$ cat src/rtl/match_ctrl_pkg.sv
// Shared match-control types and defaults: state encodings, default match/timing parameters
// and a saturating score helper.
package match_ctrl_pkg;

  localparam int DEF_WIN_SCORE    = 11;
  localparam int DEF_COUNT_FRAMES = 60;
  localparam int DEF_HOLD_FRAMES  = 90;

  localparam int FRAME_CNT_W = 8;
  localparam int SCORE_W     = 4;

  localparam logic [1:0] COUNTDOWN_START = 2'd3;

  typedef enum logic [2:0] {
    ST_IDLE       = 3'd0,
    ST_COUNTDOWN  = 3'd1,
    ST_PLAY       = 3'd2,
    ST_PAUSED     = 3'd3,
    ST_POINT_HOLD = 3'd4,
    ST_MATCH_OVER = 3'd5
  } state_e;

  function automatic logic [SCORE_W-1:0] sat_inc(input logic [SCORE_W-1:0] s,
                                                 input logic [SCORE_W-1:0] lim);
    return (s < lim) ? s + 4'd1 : lim;
  endfunction

endpackage

$ cat src/rtl/match_ctrl_frame_timer.sv
// frame_timer: counts frame pulses up to limit_i; done_o is combinational on the final frame,
// no backpressure. load_i clears the count and takes priority over frame_i.
module match_ctrl_frame_timer
  import match_ctrl_pkg::*;
(
  input  logic                   clk,
  input  logic                   rst_n,
  input  logic                   load_i,
  input  logic                   frame_i,
  input  logic [FRAME_CNT_W-1:0] limit_i,
  output logic                   done_o
);

  logic [FRAME_CNT_W-1:0] cnt_q;
  logic [FRAME_CNT_W-1:0] cnt_d;

  // done must not depend on load_i: the owner derives load from its own next state
  assign done_o = frame_i && (cnt_q == (limit_i - 8'd1));

  always_comb begin
    cnt_d = cnt_q;
    if (load_i) begin
      cnt_d = '0;
    end else if (frame_i) begin
      cnt_d = done_o ? '0 : cnt_q + 8'd1;
    end
  end

  always_ff @(posedge clk or negedge rst_n) begin
    if (!rst_n) begin
      cnt_q <= '0;
    end else begin
      cnt_q <= cnt_d;
    end
  end

endmodule

$ cat src/rtl/match_ctrl.sv
// Match sequencing for a two-player paddle game: countdown, play, pause, point hold, match over.
// All outputs registered (one cycle after the triggering input edge); no backpressure.
module match_ctrl
  import match_ctrl_pkg::*;
#(
  parameter int WIN_SCORE    = DEF_WIN_SCORE,
  parameter int COUNT_FRAMES = DEF_COUNT_FRAMES,
  parameter int HOLD_FRAMES  = DEF_HOLD_FRAMES
) (
  input  logic               clk,
  input  logic               reset,
  input  logic               frame_clk,
  input  logic               btn_start,
  input  logic               btn_pause,
  input  logic               point_scored,
  input  logic               point_side,
  output logic               start_game,
  output logic               hold,
  output logic               serve_dir,
  output logic [SCORE_W-1:0] score_left,
  output logic [SCORE_W-1:0] score_right,
  output logic [1:0]         countdown,
  output logic               match_over,
  output logic               winner,
  output logic [2:0]         ctrl_state
);

  localparam logic [SCORE_W-1:0]     WIN_L   = SCORE_W'(WIN_SCORE);
  localparam logic [FRAME_CNT_W-1:0] COUNT_L = FRAME_CNT_W'(COUNT_FRAMES);
  localparam logic [FRAME_CNT_W-1:0] HOLD_L  = FRAME_CNT_W'(HOLD_FRAMES);

  state_e             state_q, state_d;
  logic [1:0]         cd_q, cd_d;
  logic [SCORE_W-1:0] sl_q, sl_d;
  logic [SCORE_W-1:0] sr_q, sr_d;
  logic               dir_q, dir_d;
  logic               win_q, win_d;
  logic               sg_q, sg_d;
  logic               hold_q;
  logic               mo_q;
  logic               start_prev_q;
  logic               pause_prev_q;

  logic               start_ev;
  logic               pause_ev;
  logic               timer_load;
  logic               timer_frame;
  logic [FRAME_CNT_W-1:0] timer_limit;
  logic               timer_done;
  logic [SCORE_W-1:0] new_score;

  assign start_ev = btn_start && !start_prev_q;
  assign pause_ev = btn_pause && !pause_prev_q;

  // One shared timer; only the two timed states feed it frames
  assign timer_frame = frame_clk && ((state_q == ST_COUNTDOWN) || (state_q == ST_POINT_HOLD));
  assign timer_limit = (state_q == ST_POINT_HOLD) ? HOLD_L : COUNT_L;
  assign timer_load  = (state_d != state_q);

  match_ctrl_frame_timer u_frame_timer (
    .clk     (clk),
    .rst_n   (reset),
    .load_i  (timer_load),
    .frame_i (timer_frame),
    .limit_i (timer_limit),
    .done_o  (timer_done)
  );

  assign new_score = point_side ? sat_inc(sr_q, WIN_L) : sat_inc(sl_q, WIN_L);

  always_comb begin
    state_d = state_q;
    cd_d    = cd_q;
    sl_d    = sl_q;
    sr_d    = sr_q;
    dir_d   = dir_q;
    win_d   = win_q;
    sg_d    = 1'b0;
    unique case (state_q)
      ST_IDLE: begin
        sl_d = '0;
        sr_d = '0;
        if (start_ev) begin
          cd_d    = COUNTDOWN_START;
          dir_d   = 1'b1;
          state_d = ST_COUNTDOWN;
        end
      end
      ST_COUNTDOWN: begin
        if (timer_done) begin
          cd_d = cd_q - 2'd1;
          if (cd_q == 2'd1) begin
            state_d = ST_PLAY;
            sg_d    = 1'b1;
          end
        end
      end
      ST_PLAY: begin
        // A point wins over a simultaneous pause press
        if (point_scored) begin
          if (point_side) begin
            sr_d = new_score;
          end else begin
            sl_d = new_score;
          end
          if (new_score == WIN_L) begin
            win_d   = point_side;
            state_d = ST_MATCH_OVER;
          end else begin
            dir_d   = !point_side;
            state_d = ST_POINT_HOLD;
          end
        end else if (pause_ev) begin
          state_d = ST_PAUSED;
        end
      end
      ST_PAUSED: begin
        if (pause_ev) begin
          state_d = ST_PLAY;
        end
      end
      ST_POINT_HOLD: begin
        if (timer_done) begin
          cd_d    = COUNTDOWN_START;
          state_d = ST_COUNTDOWN;
        end
      end
      ST_MATCH_OVER: begin
        if (start_ev) begin
          sl_d    = '0;
          sr_d    = '0;
          win_d   = 1'b0;
          state_d = ST_IDLE;
        end
      end
      default: begin
        state_d = ST_IDLE;
      end
    endcase
  end

  always_ff @(posedge clk or negedge reset) begin
    if (!reset) begin
      state_q      <= ST_IDLE;
      cd_q         <= '0;
      sl_q         <= '0;
      sr_q         <= '0;
      dir_q        <= 1'b1;
      win_q        <= 1'b0;
      sg_q         <= 1'b0;
      hold_q       <= 1'b1;
      mo_q         <= 1'b0;
      start_prev_q <= 1'b0;
      pause_prev_q <= 1'b0;
    end else begin
      state_q      <= state_d;
      cd_q         <= cd_d;
      sl_q         <= sl_d;
      sr_q         <= sr_d;
      dir_q        <= dir_d;
      win_q        <= win_d;
      sg_q         <= sg_d;
      hold_q       <= (state_d != ST_PLAY);
      mo_q         <= (state_d == ST_MATCH_OVER);
      start_prev_q <= btn_start;
      pause_prev_q <= btn_pause;
    end
  end

  assign start_game  = sg_q;
  assign hold        = hold_q;
  assign serve_dir   = dir_q;
  assign score_left  = sl_q;
  assign score_right = sr_q;
  assign countdown   = cd_q;
  assign match_over  = mo_q;
  assign winner      = win_q;
  assign ctrl_state  = state_q;

endmodule

$ cat config.mk
export PLATFORM = sky130hd
export DESIGN_NAME = match_ctrl
export DESIGN_NICKNAME = d
export VERILOG_FILES = /design/src/rtl/match_ctrl_pkg.sv /design/src/rtl/match_ctrl_frame_timer.sv /design/src/rtl/match_ctrl.sv
export SDC_FILE = /design/constraint.sdc
export NUM_CORES = 1
export LEC_CHECK = 0
export ABC_AREA = 0
export CAP_MARGIN = 40
export CORE_AREA = 2 2 58 60
export CTS_CLUSTER_DIAMETER = 60
export CTS_CLUSTER_SIZE = 20
export DETAILED_ROUTE_END_ITERATION = 6
export DIE_AREA = 0 0 60 62
export GPL_TIMING_DRIVEN = 0
export PLACE_DENSITY = 0.82
export REMOVE_ABC_BUFFERS = 1
export SYNTH_ARGS = -nofsm -noshare
export SYNTH_HDL_FRONTEND = slang
export SYNTH_SLANG_ARGS = --single-unit
$ cat constraint.sdc
create_clock -name clk -period 4.5 [get_ports clk]
set_input_delay 0.9 -clock clk [delete_from_list [all_inputs] [get_ports clk]]
set_output_delay 0.9 -clock clk [all_outputs]
set_load 0.1 [all_outputs]
==> key figures <==
Cells and area
  • Layout area overhead: 33.6%
  • Commonest non-fill, non-tap cell in the layout: dfrtp_1
  • Filler cells: 224
  • Most frequent cells in the layout: dfrtp_1, clkdlybuf4s50_1, buf_8, nand2_1
  • Diodes inserted: 0
  • Finished Core Util: 72.5%
  • Share of layout cells above drive strength 1: 22.4%
  • Final #Nets: 226
  • Design Area, Final: 2310 sq um

Placement
  • I/O Buffers: 24
  • Final HPWL DP: 3300 microns
  • RD Place Congestion: 0.812
  • Placed cell area: 2250 sq um

GRT
  • Vias in the first global route: 1591
  • Antenna violations before repair: 0
  • Global-route wire length before repair: 7270 microns
  • Largest net degree at the start of global routing: 20
  • GRT Total Usage: 25.7%
  • Grt ovf: 0

Yosys
  • Mean Syn Cell Area: 9.92 sq um
  • Synthesized cell area: 1730 sq um
  • Post-synth EDFFs: 0
  • Netlist cell types: 55
  • Yosys warning count: 0
  • Async set-reset flop share out of synthesis: 100%
  • Ys flop type: dfrtp_1
  • Seq/Total Area, Yosys: 40.8%
  • Mapped Cells: 174
  • Yosys reg bits: 28

Clock network
  • Clk pin slew, worst setup/hold paths: 0.15 ns
  • Htree depth: 1
  • Worst-Skew Late Latency: 0.32 ns
  • Max Root-Sink Buffers: 2
  • Post-cts gate resize count: 0
  • CTS Buf Count: 3
  • Root Driver: clkbuf_4
  • CTS tree: done
  • Clk sinks: 28
  • Post-CTS Setup Bufs: 0
  • Cts hold-fix bufs: 0

Route
  • DRT Pass-1 Iters: 4
  • Via density: 5.90
  • Remaining DRCs: 0
  • Wire per inst: 16.4 microns
  • Routed Antenna Nets: 0
  • WL final: 4260 microns
  • Vias post-DR: 1533
  • Initial drt markers: 100

Min path
  • Min-Delay Path Class: reg2reg
  • WHS Path Cells: 1

Timing
  • RSZ-0062 raised after global routing: no
  • Final Setup Violations: 0
  • Rel. slew slack: 43.2%
  • Fin crit share: 64.7%
  • Setup TNS: 0 ns
  • Final min period: 2.91 ns
  • Peak Freq: 344 MHz
  • Clk_skew: 0.00452 ns
  • Final Hold Vio Count: 0
  • Tightest Pin Transition: 0.844 ns
  • Slew Limit Fails: 0

Setup path
  • Critical path arrival: 3.14 ns
  • Startpoint Class: primary input
  • CP max-delay cell: nor3_1
  • End of the worst register-to-register path: u_frame_timer.cnt_q[1]
  • Setup CP Type: in2reg
  • CP Depth: 7
  • Worst path max stage delay: 0.57 ns
  • Peak fanout along the critical path: 7
  • CP endpoint kind: flip-flop
  • End of the critical path: u_frame_timer.cnt_q[7]
  • Reg2Reg Setup Slack: 2.00 ns
  • Bufs and invs on worst path: 1
  • Worst path top cell family by delay: simple AND/OR/NAND/NOR gates
  • Crit path launch: point_side
  • Reg2reg start: ctrl_state[0]
  • CP Cell Sequence: clkdlybuf4s50_1 -> nor2b_1 -> a22oi_1 -> nand2b_1 -> nor3_1 -> o21ai_2 -> a2111oi_2
  • FF-to-FF path depth: 6
  • CP required: 4.73 ns

Status
  • Status: finished, final reports clean

Pwr
  • P_sw: 296 uW
  • Combinational share of power: 37.7%
  • Sw frac: 38.4%
  • Int Power: 475 uW
  • Sequential share of power: 41.0%
  • Clock share of power: 21.3%
  • Leak: 0.000986 uW
  • Peak VDD IR: 0.199 mV
  • PD cells: 335 nW/um^2

Die
  • Die extent in y: 62 microns
  • Cell Rows: 21
  • Area of the die: 3720 sq um
  • Die W: 60 microns
  • Initial Utilization: 54.3%
  • Ports: 25
  • Core Area: 3180 sq um

Run
  • Max-cap violations: 0
==> flip-flops by register name, indices dropped and copies added, names as in the netlist <==
signal               flops
score_left               4
countdown                2
start_game               1
match_over               1
hold                     1
pause_prev_q             1
u_frame_timer.cnt_q      8
start_prev_q             1
serve_dir                1
ctrl_state               3
winner                   1
score_right              4
==> synthesized netlist by cell type, types with 4 or more instances <==
| library cell | number | share of area [%] |
|---|---|---|
| a21oi_1 | 11 | 3.2 |
| ha_1 | 4 | 2.9 |
| xor2_1 | 8 | 4.1 |
| buf_6 | 4 | 2.6 |
| dfrtp_1 | 26 | 38 |
| o21ai_0 | 8 | 2.3 |
| nand2_1 | 12 | 2.6 |
| nand2b_1 | 4 | 1.5 |
| inv_1 | 7 | 1.5 |
| nor2_1 | 11 | 2.4 |
| nand3_1 | 7 | 2.0 |
| nor2b_1 | 4 | 1.5 |
| nand4_1 | 4 | 1.5 |
| nor3_1 | 8 | 2.3 |
| mux2_2 | 6 | 3.9 |
==> stage by stage <==
stage          std cells  total power (uW)  hold WS [ns]  setup slack [ns]
3_3_place_gp         237               568         0.552              1.39
4_1_cts              260               772         0.590              1.67
5_1_grt              260               814         0.602              1.56
2_1_floorplan        167               511         0.559              1.80
6_report             260               771         0.589              1.59
3_5_place_dp         256               608         0.557              1.30
==> power by group through the flow <==
stage          sequential [uW]  combinational, uW  clock, uW
2_1_floorplan              358                153          0
3_3_place_gp               317                250          0
3_5_place_dp               319                288          0
4_1_cts                    315                290        167
5_1_grt                    321                315        179
6_report                   316                291        164
==> worst reg2reg max path, cell delays in order (launching register included) <==
cell and delay (ns):
dfrtp_1 0.62, or4b_4 0.63, o22ai_2 0.19, a41oi_2 0.17, or3_4 0.45, o21ai_4 0.21, a21oi_1 0.12
==> area by class of cell <==
type	count	area [sq um]	share of cell area (%)
Timing Repair Buffer	43	538	23.3
Multi-Input combinational cell	132	928	40.3
Sequential cell	28	703	30.5
Clock buffer	3	22.5	0.977
Clock inverter	1	30.0	1.30
Tap cell	46	57.6	2.50
Inverter	7	26.3	1.14
==> logic make-up (layout without fill, tap and decap cells) <==
| kind of cell | after synthesis | in the layout | synth area share (%) |
|---|---|---|---|
| AND/OR/NAND/NOR | 71 | 71 | 23.7 |
| AO/OA/AOI/OAI | 38 | 38 | 16.5 |
| buffers and inverters | 14 | 54 | 5.44 |
| multiplexers | 9 | 9 | 5.66 |
| XOR/XNOR | 10 | 10 | 5.08 |
| adder cells (fa/ha/maj) | 4 | 4 | 2.90 |
| flip-flops | 28 | 28 | 40.8 |
==> worst min path at each step <==
stage,start,end,slack [ns]
finish,countdown[0],countdown[0],0.59
global placement,countdown[0],countdown[0],0.55
global route,countdown[0],countdown[0],0.60
detailed placement,countdown[0],countdown[0],0.56
CTS,countdown[0],countdown[0],0.59
floorplan,u_frame_timer.cnt_q[6],u_frame_timer.cnt_q[6],0.56
==> metal layers <==
layer / global-route usage [%] / up-vias / routed length (microns)
li1: - / 709 / -
met1: 32.7 / 745 / 1750
met2: 43.6 / 65 / 2210
met3: 3.52 / 14 / 179
met4: 11.7 / 0 / 126
met5: 0 / - / 0
(Power assumes the default switching activity.)
